<file path="src/rtl/inst_encoder_pkg.sv">
// ============================================================================
// Module      : inst_encoder_pkg
// Description : Shared RV32I format codes, opcodes and FIFO entry layout.
// Revision    : 1.0 - initial release
// ============================================================================
`default_nettype none

package inst_encoder_pkg;

    // Immediate format select, shared with the immediate generator and decoder
    localparam logic [2:0] IMM_I = 3'b000;
    localparam logic [2:0] IMM_S = 3'b001;
    localparam logic [2:0] IMM_B = 3'b010;
    localparam logic [2:0] IMM_U = 3'b011;
    localparam logic [2:0] IMM_J = 3'b100;
    localparam logic [2:0] IMM_R = 3'b101;

    localparam logic [6:0] OP_LOAD   = 7'b0000011;
    localparam logic [6:0] OP_IMM    = 7'b0010011;
    localparam logic [6:0] OP_AUIPC  = 7'b0010111;
    localparam logic [6:0] OP_STORE  = 7'b0100011;
    localparam logic [6:0] OP_REG    = 7'b0110011;
    localparam logic [6:0] OP_LUI    = 7'b0110111;
    localparam logic [6:0] OP_BRANCH = 7'b1100011;
    localparam logic [6:0] OP_JALR   = 7'b1100111;
    localparam logic [6:0] OP_JAL    = 7'b1101111;

    typedef struct packed {
        logic        err;
        logic [31:0] inst;
    } entry_t;

    localparam int ENTRY_W = $bits(entry_t);

    // True when bits [31:LSB] of v are all copies of the sign bit
    function automatic logic sext_fits(input logic [31:0] v, input int lsb);
        logic ok;
        ok = 1'b1;
        for (int i = 0; i < 32; i++) begin
            if (i >= lsb && v[i] != v[31]) ok = 1'b0;
        end
        return ok;
    endfunction

endpackage

`default_nettype wire

</file>
<file path="src/rtl/inst_encoder_enc_fifo2.sv">
// ============================================================================
// Module      : enc_fifo2
// Description : Two-entry synchronous FIFO with full/empty flags.
// Revision    : 1.0 - initial release
// ============================================================================
`default_nettype none

module enc_fifo2 #(
    parameter int WIDTH = 33
) (
    input  logic             clk_i,
    input  logic             rst_i,
    input  logic             push_i,
    input  logic             pop_i,
    input  logic [WIDTH-1:0] data_i,
    output logic [WIDTH-1:0] data_o,
    output logic             full_o,
    output logic             empty_o
);

    logic [WIDTH-1:0] mem_q [2];
    logic             wr_ptr_q, wr_ptr_d;
    logic             rd_ptr_q, rd_ptr_d;
    logic [1:0]       count_q, count_d;
    logic             w_do_push;
    logic             w_do_pop;

    assign full_o  = (count_q == 2'd2);
    assign empty_o = (count_q == 2'd0);
    assign data_o  = mem_q[rd_ptr_q];

    // Pop is gated on non-empty, so a push into an empty FIFO never bypasses
    assign w_do_push = push_i && !full_o;
    assign w_do_pop  = pop_i && !empty_o;

    always_comb begin
        wr_ptr_d = wr_ptr_q;
        rd_ptr_d = rd_ptr_q;
        count_d  = count_q;
        if (w_do_push) wr_ptr_d = ~wr_ptr_q;
        if (w_do_pop)  rd_ptr_d = ~rd_ptr_q;
        case ({w_do_push, w_do_pop})
            2'b10:   count_d = count_q + 2'd1;
            2'b01:   count_d = count_q - 2'd1;
            default: count_d = count_q;
        endcase
    end

    always_ff @(posedge clk_i) begin
        if (rst_i) begin
            mem_q[0] <= '0;
            mem_q[1] <= '0;
            wr_ptr_q <= 1'b0;
            rd_ptr_q <= 1'b0;
            count_q  <= 2'd0;
        end else begin
            if (w_do_push) mem_q[wr_ptr_q] <= data_i;
            wr_ptr_q <= wr_ptr_d;
            rd_ptr_q <= rd_ptr_d;
            count_q  <= count_d;
        end
    end

endmodule

`default_nettype wire

</file>
<file path="src/rtl/inst_encoder.sv">
// ============================================================================
// Module      : inst_encoder
// Description : Streaming RV32I instruction encoder with range check and FIFO.
// Revision    : 1.0 - initial release
// ============================================================================
`default_nettype none

module inst_encoder
    import inst_encoder_pkg::*;
#(
    parameter int ERR_CNT_W = 8
) (
    input  logic                 clk_i,
    input  logic                 rst_i,
    input  logic                 valid_i,
    output logic                 ready_o,
    input  logic [2:0]           imm_src_i,
    input  logic [6:0]           opcode_i,
    input  logic [2:0]           funct3_i,
    input  logic [6:0]           funct7_i,
    input  logic [4:0]           rd_i,
    input  logic [4:0]           rs1_i,
    input  logic [4:0]           rs2_i,
    input  logic [31:0]          imm_i,
    output logic                 valid_o,
    input  logic                 ready_i,
    output logic [31:0]          inst_o,
    output logic                 err_o,
    output logic [ERR_CNT_W-1:0] err_cnt_o
);

    logic [31:0]          w_inst;
    logic                 w_err;
    entry_t               w_entry;
    entry_t               w_head;
    logic                 w_full;
    logic                 w_empty;
    logic                 w_push;
    logic                 w_pop;
    logic [ERR_CNT_W-1:0] err_cnt_q, err_cnt_d;

    // Out-of-range immediates are still packed from their truncated bits
    always_comb begin
        w_inst = '0;
        w_err  = 1'b0;
        case (imm_src_i)
            IMM_I: begin
                w_inst = {imm_i[11:0], rs1_i, funct3_i, rd_i, opcode_i};
                w_err  = !sext_fits(imm_i, 11);
            end
            IMM_S: begin
                w_inst = {imm_i[11:5], rs2_i, rs1_i, funct3_i, imm_i[4:0], opcode_i};
                w_err  = !sext_fits(imm_i, 11);
            end
            IMM_B: begin
                w_inst = {imm_i[12], imm_i[10:5], rs2_i, rs1_i, funct3_i,
                          imm_i[4:1], imm_i[11], opcode_i};
                w_err  = !sext_fits(imm_i, 12) || imm_i[0];
            end
            IMM_U: begin
                w_inst = {imm_i[31:12], rd_i, opcode_i};
                w_err  = |imm_i[11:0];
            end
            IMM_J: begin
                w_inst = {imm_i[20], imm_i[10:1], imm_i[11], imm_i[19:12], rd_i, opcode_i};
                w_err  = !sext_fits(imm_i, 20) || imm_i[0];
            end
            IMM_R: begin
                w_inst = {funct7_i, rs2_i, rs1_i, funct3_i, rd_i, opcode_i};
            end
            default: begin
                w_inst = '0;
                w_err  = 1'b1;
            end
        endcase
    end

    assign w_entry = '{err: w_err, inst: w_inst};
    assign w_push  = valid_i && ready_o;
    assign w_pop   = valid_o && ready_i;

    enc_fifo2 #(
        .WIDTH (ENTRY_W)
    ) u_fifo (
        .clk_i   (clk_i),
        .rst_i   (rst_i),
        .push_i  (w_push),
        .pop_i   (w_pop),
        .data_i  (w_entry),
        .data_o  (w_head),
        .full_o  (w_full),
        .empty_o (w_empty)
    );

    assign ready_o = !w_full;
    assign valid_o = !w_empty;
    assign inst_o  = w_head.inst;
    assign err_o   = w_head.err;

    always_comb begin
        err_cnt_d = err_cnt_q;
        if (w_push && w_err && !(&err_cnt_q)) err_cnt_d = err_cnt_q + 1'b1;
    end

    always_ff @(posedge clk_i) begin
        if (rst_i) err_cnt_q <= '0;
        else       err_cnt_q <= err_cnt_d;
    end

    assign err_cnt_o = err_cnt_q;

endmodule

`default_nettype wire

</file>
<file path="config.mk">
export PLATFORM = sky130hd
export DESIGN_NAME = inst_encoder
export DESIGN_NICKNAME = d
export VERILOG_FILES = /design/src/rtl/inst_encoder_pkg.sv /design/src/rtl/inst_encoder_enc_fifo2.sv /design/src/rtl/inst_encoder.sv
export SDC_FILE = /design/constraint.sdc
export NUM_CORES = 1
export LEC_CHECK = 0
export CAP_MARGIN = 20
export CELL_PAD_IN_SITES_DETAIL_PLACEMENT = 2
export CELL_PAD_IN_SITES_GLOBAL_PLACEMENT = 2
export CORE_AREA = 3 3 154 118
export DETAILED_ROUTE_END_ITERATION = 12
export DIE_AREA = 0 0 157 121
export PLACE_DENSITY_LB_ADDON = 0.1
export SETUP_SLACK_MARGIN = 0.2
export SLEW_MARGIN = 10
export SYNTH_ARGS = -nofsm -noshare
export SYNTH_HDL_FRONTEND = slang
export SYNTH_HIERARCHICAL = 1
export SYNTH_SLANG_ARGS = --single-unit
</file>
<file path="constraint.sdc">
create_clock -name clk_i -period 2.6 [get_ports clk_i]
set_clock_uncertainty 0.2 [all_clocks]
set_input_delay 0.39 -clock clk_i [delete_from_list [all_inputs] [get_ports clk_i]]
set_output_delay 0.39 -clock clk_i [all_outputs]
set_load 0.005 [all_outputs]
</file>
==> impl_metrics.env <==
export IMPL_outcome="finished clean"
export IMPL_ctsLongestPathBuffers=2
export IMPL_synth_area_sq_mm=0.00466
export IMPL_root_buffer="clkbuf_16"
export IMPL_cts_tree="yes"
export IMPL_ys_flop_type="edfxtp_1"
export IMPL_whs_ns=0.303
export IMPL_cts_hold_buf=0
export IMPL_drv_cap=0
export IMPL_met2_usage_pct=27.0
export IMPL_async_flop_share_pct=0
export IMPL_coreArea_sq_mm=0.0168
export IMPL_worstPathCellList="clkdlybuf4s15_1 > or4_4 > o41ai_4 > buf_4 > a311oi_4 > a221oi_4 > buf_6 > inv_4 > nand3_2 > mux2_4"
export IMPL_antenna_found_initial=1
export IMPL_fin_crit_sh_pct=91.4
export IMPL_fmax_mhz=421
export IMPL_clk_latency_ns=0.34
export IMPL_layout_commonest_cell="clkdlybuf4s50_1"
export IMPL_die_h_microns=121
export IMPL_wirelength_microns=16100
export IMPL_finalHoldViolCount=0
export IMPL_finalMaxSlewViolations=0
export IMPL_cts_sinks=79
export IMPL_cts_made_buffers=9
export IMPL_synth_edf_count=66
export IMPL_critPathMaxFanout=5
export IMPL_nets=685
export IMPL_total_power_mw=4.45
export IMPL_min_from="err_cnt_o[6]$_SDFFE_PP0P_"
export IMPL_reg2regPathDepth=9
export IMPL_fp_dieW_microns=157
export IMPL_avgViaCountPerCell=4.95
export IMPL_syn_to_final_growth_pct=47.0
export IMPL_wl_per_cell_microns=19.4
export IMPL_grt_overflow=0
export IMPL_vias=4121
export IMPL_setup_viol=0
export IMPL_power_per_cell_area_mw_per_mm2=649
export IMPL_synth_nets=524
export IMPL_first_global_vias=4529
export IMPL_cp_top_family="buffers and inverters"
export IMPL_tightest_slew_ns=0.482
export IMPL_fillCellCount=1797
export IMPL_port_buffer_count=113
export IMPL_dp_slack_ns=-0.641
export IMPL_ioPinCount=114
export IMPL_clk_pin_slew_ns=0.06
export IMPL_drc=0
export IMPL_vdd_ir_drop_max_mv=0.308
export IMPL_path_class="input port to flip-flop"
export IMPL_critPathRequiredTime_ns=2.63
export IMPL_start_util_pct=27.8
export IMPL_cts_htree_levels=3
export IMPL_use_met3_pct=4.63
export IMPL_worst_r2r_endpoint="u_fifo/mem_q[0][23]$_SDFFCE_PN0P_"
export IMPL_routabilityCongestion=0.852
export IMPL_hold_path_depth=2
export IMPL_grt_pass1_wl_microns=25500
export IMPL_cp_buffers_inverters=4
export IMPL_whs_endpoint="err_cnt_o[6]$_SDFFE_PP0P_"
export IMPL_slew_headroom_pct=67.6
export IMPL_max_stage_delay_ns=0.50
export IMPL_critPathSlowestCell="or4_4"
export IMPL_drtIter0Drc=199
export IMPL_die_area_sq_mm=0.0190
export IMPL_postRouteAntennaNets=0
export IMPL_rsz0062_at_grt="true"
export IMPL_grt_max_degree=35
export IMPL_fin_crit_ns=2.38
export IMPL_r2r_start="u_fifo/count_q[1]$_SDFFE_PP0P_"
export IMPL_ys_warn_count=6
export IMPL_ys_ff_latch=79
export IMPL_gr_max_usage_layer="met2"
export IMPL_drive_above_1_share_pct=28.5
export IMPL_endpoint_kind="flip-flop"
export IMPL_p_leak_nw=2.63
export IMPL_start_kind="input port"
export IMPL_syn_avg_cell_area_sq_um=10.3
export IMPL_num_rows=41
export IMPL_cp_arrival_ns=2.41
export IMPL_finalWorstSetupSlack_ns=0.223
export IMPL_grt_usage_pct=17.3
export IMPL_hold_path_class="flip-flop to flip-flop"
export IMPL_grt_util_met1_pct=24.4
export IMPL_ys_seq_area_share_pct=48.1
export IMPL_ff2ff_setup_slack_ns=0.36
export IMPL_final_cell_mix="clkdlybuf4s50_1 (78), nor2_1 (76), edfxtp_1 (66)"
export IMPL_dr_pass1_iters=4
export IMPL_hpwl_microns=11900
export IMPL_ys_types=49
export IMPL_syn_inst=451
## final cells by class
cell class	instances	area (sq um)	area share, %
well taps	215	269	3.92
multi-input cells	334	2320	33.8
clock inverters	7	70.1	1.02
inverters	8	32.5	0.474
flip-flops and latches	79	2250	32.8
repair buffers	180	1690	24.7
clock buffers	9	225	3.28
diodes	1	2.50	0.0365
## cells in the mapped netlist, types with 4 or more instances
library cell / count / area share (%)
o22ai_1: 14 / 1.9
o221a_2: 6 / 1.4
a22oi_1: 15 / 2.4
nor2_1: 76 / 6.1
edfxtp_1: 66 / 42
mux2i_1: 10 / 2.1
nand2_1: 14 / 1.1
clkbuf_1: 17 / 1.4
o21ai_0: 18 / 1.9
dfxtp_1: 13 / 5.6
buf_6: 7 / 1.7
and2_1: 8 / 1.1
nand3_1: 9 / 0.97
nor2b_1: 20 / 2.7
inv_1: 6 / 0.48
nand2b_1: 36 / 4.8
mux2_2: 39 / 9.4
nor4_1: 4 / 0.54
and3_1: 4 / 0.54
nor3_1: 4 / 0.43
a21oi_1: 18 / 1.9
## layer usage
metal	share of wire, %	wire [microns]	vias up
met1	49	7900	2047
li1	-	-	1965
met3	4.6	743	10
met5	0.056	9	-
met2	46	7370	97
met4	0.69	112	2
## worst max-delay path by stage
stage | depth (start not counted) | endpoint | from
after global routing | 10 | err_cnt_o[7]$_SDFFE_PP0P_ | imm_i[27]
after CTS | 8 | err_cnt_o[4]$_SDFFE_PP0P_ | imm_i[18]
after floorplan | 7 | err_cnt_o[2]$_SDFFE_PP0P_ | imm_i[18]
final | 10 | err_cnt_o[2]$_SDFFE_PP0P_ | imm_i[8]
after detailed placement | 9 | err_cnt_o[2]$_SDFFE_PP0P_ | imm_i[3]
after global placement | 9 | err_cnt_o[2]$_SDFFE_PP0P_ | imm_i[3]
## kinds of logic (layout without fill, tap and decap cells)
family                     Yosys count  in the layout  synth area share (%)
xor gates and xnor gates             3              3                 0.563
DFF                                 79             79                  48.1
other                                0              1                     0
and+or+nand+nor                    198            198                  22.5
adders and majority gates            2              2                 0.536
AOI/OAI and AO/OA                   79             79                  11.5
muxes                               52             52                  12.4
buffers and inverters               38            204                  4.45
## worst register-to-register path: cells and delay by family (launching register included)
| kind | cells | cell delay (ns) |
|---|---|---|
| buffers and inverters | 5 | 0.71 |
| DFF | 1 | 0.38 |
| and+or+nand+nor | 4 | 0.68 |
## report_power, final
part           leakage (nW)  switching, mW  total [mW]  internal [mW]
Clock                 0.146          0.520        1.26          0.745
Sequential            0.809         0.0717        1.69           1.62
Combinational          1.67          0.697        1.50          0.798
Total                  2.63           1.29        4.45           3.16
## through the flow
stage / cell area [sq um] / utilization (%) / setup TNS, ns / std cells
global placement: 6410 / 38.2 / -7.76 / 809
finish: 6860 / 40.9 / 0 / 833
global route: 6860 / 40.9 / 0 / 832
CTS: 6800 / 40.5 / 0 / 830
floorplan: 4680 / - / 0 / 451
detailed placement: 6410 / 38.2 / -8.09 / 809
## state kept, by name (all words and copies together) (netlist names), named ones only
register,cells
err_cnt_o,8
u_fifo/count_q,2
u_fifo/mem_q,66
u_fifo/rd_ptr_q,1
u_fifo/wr_ptr_q,1
## repair_timing
item / 4_1_cts / 5_1_grt
gates resized for setup: 87 / 13
buffers inserted: 5 / 1
setup endpoints to repair: 39 / 73
gates cloned: 0 / 1
pin swaps: 15 / 4
Power figures use the tool's default switching activity.
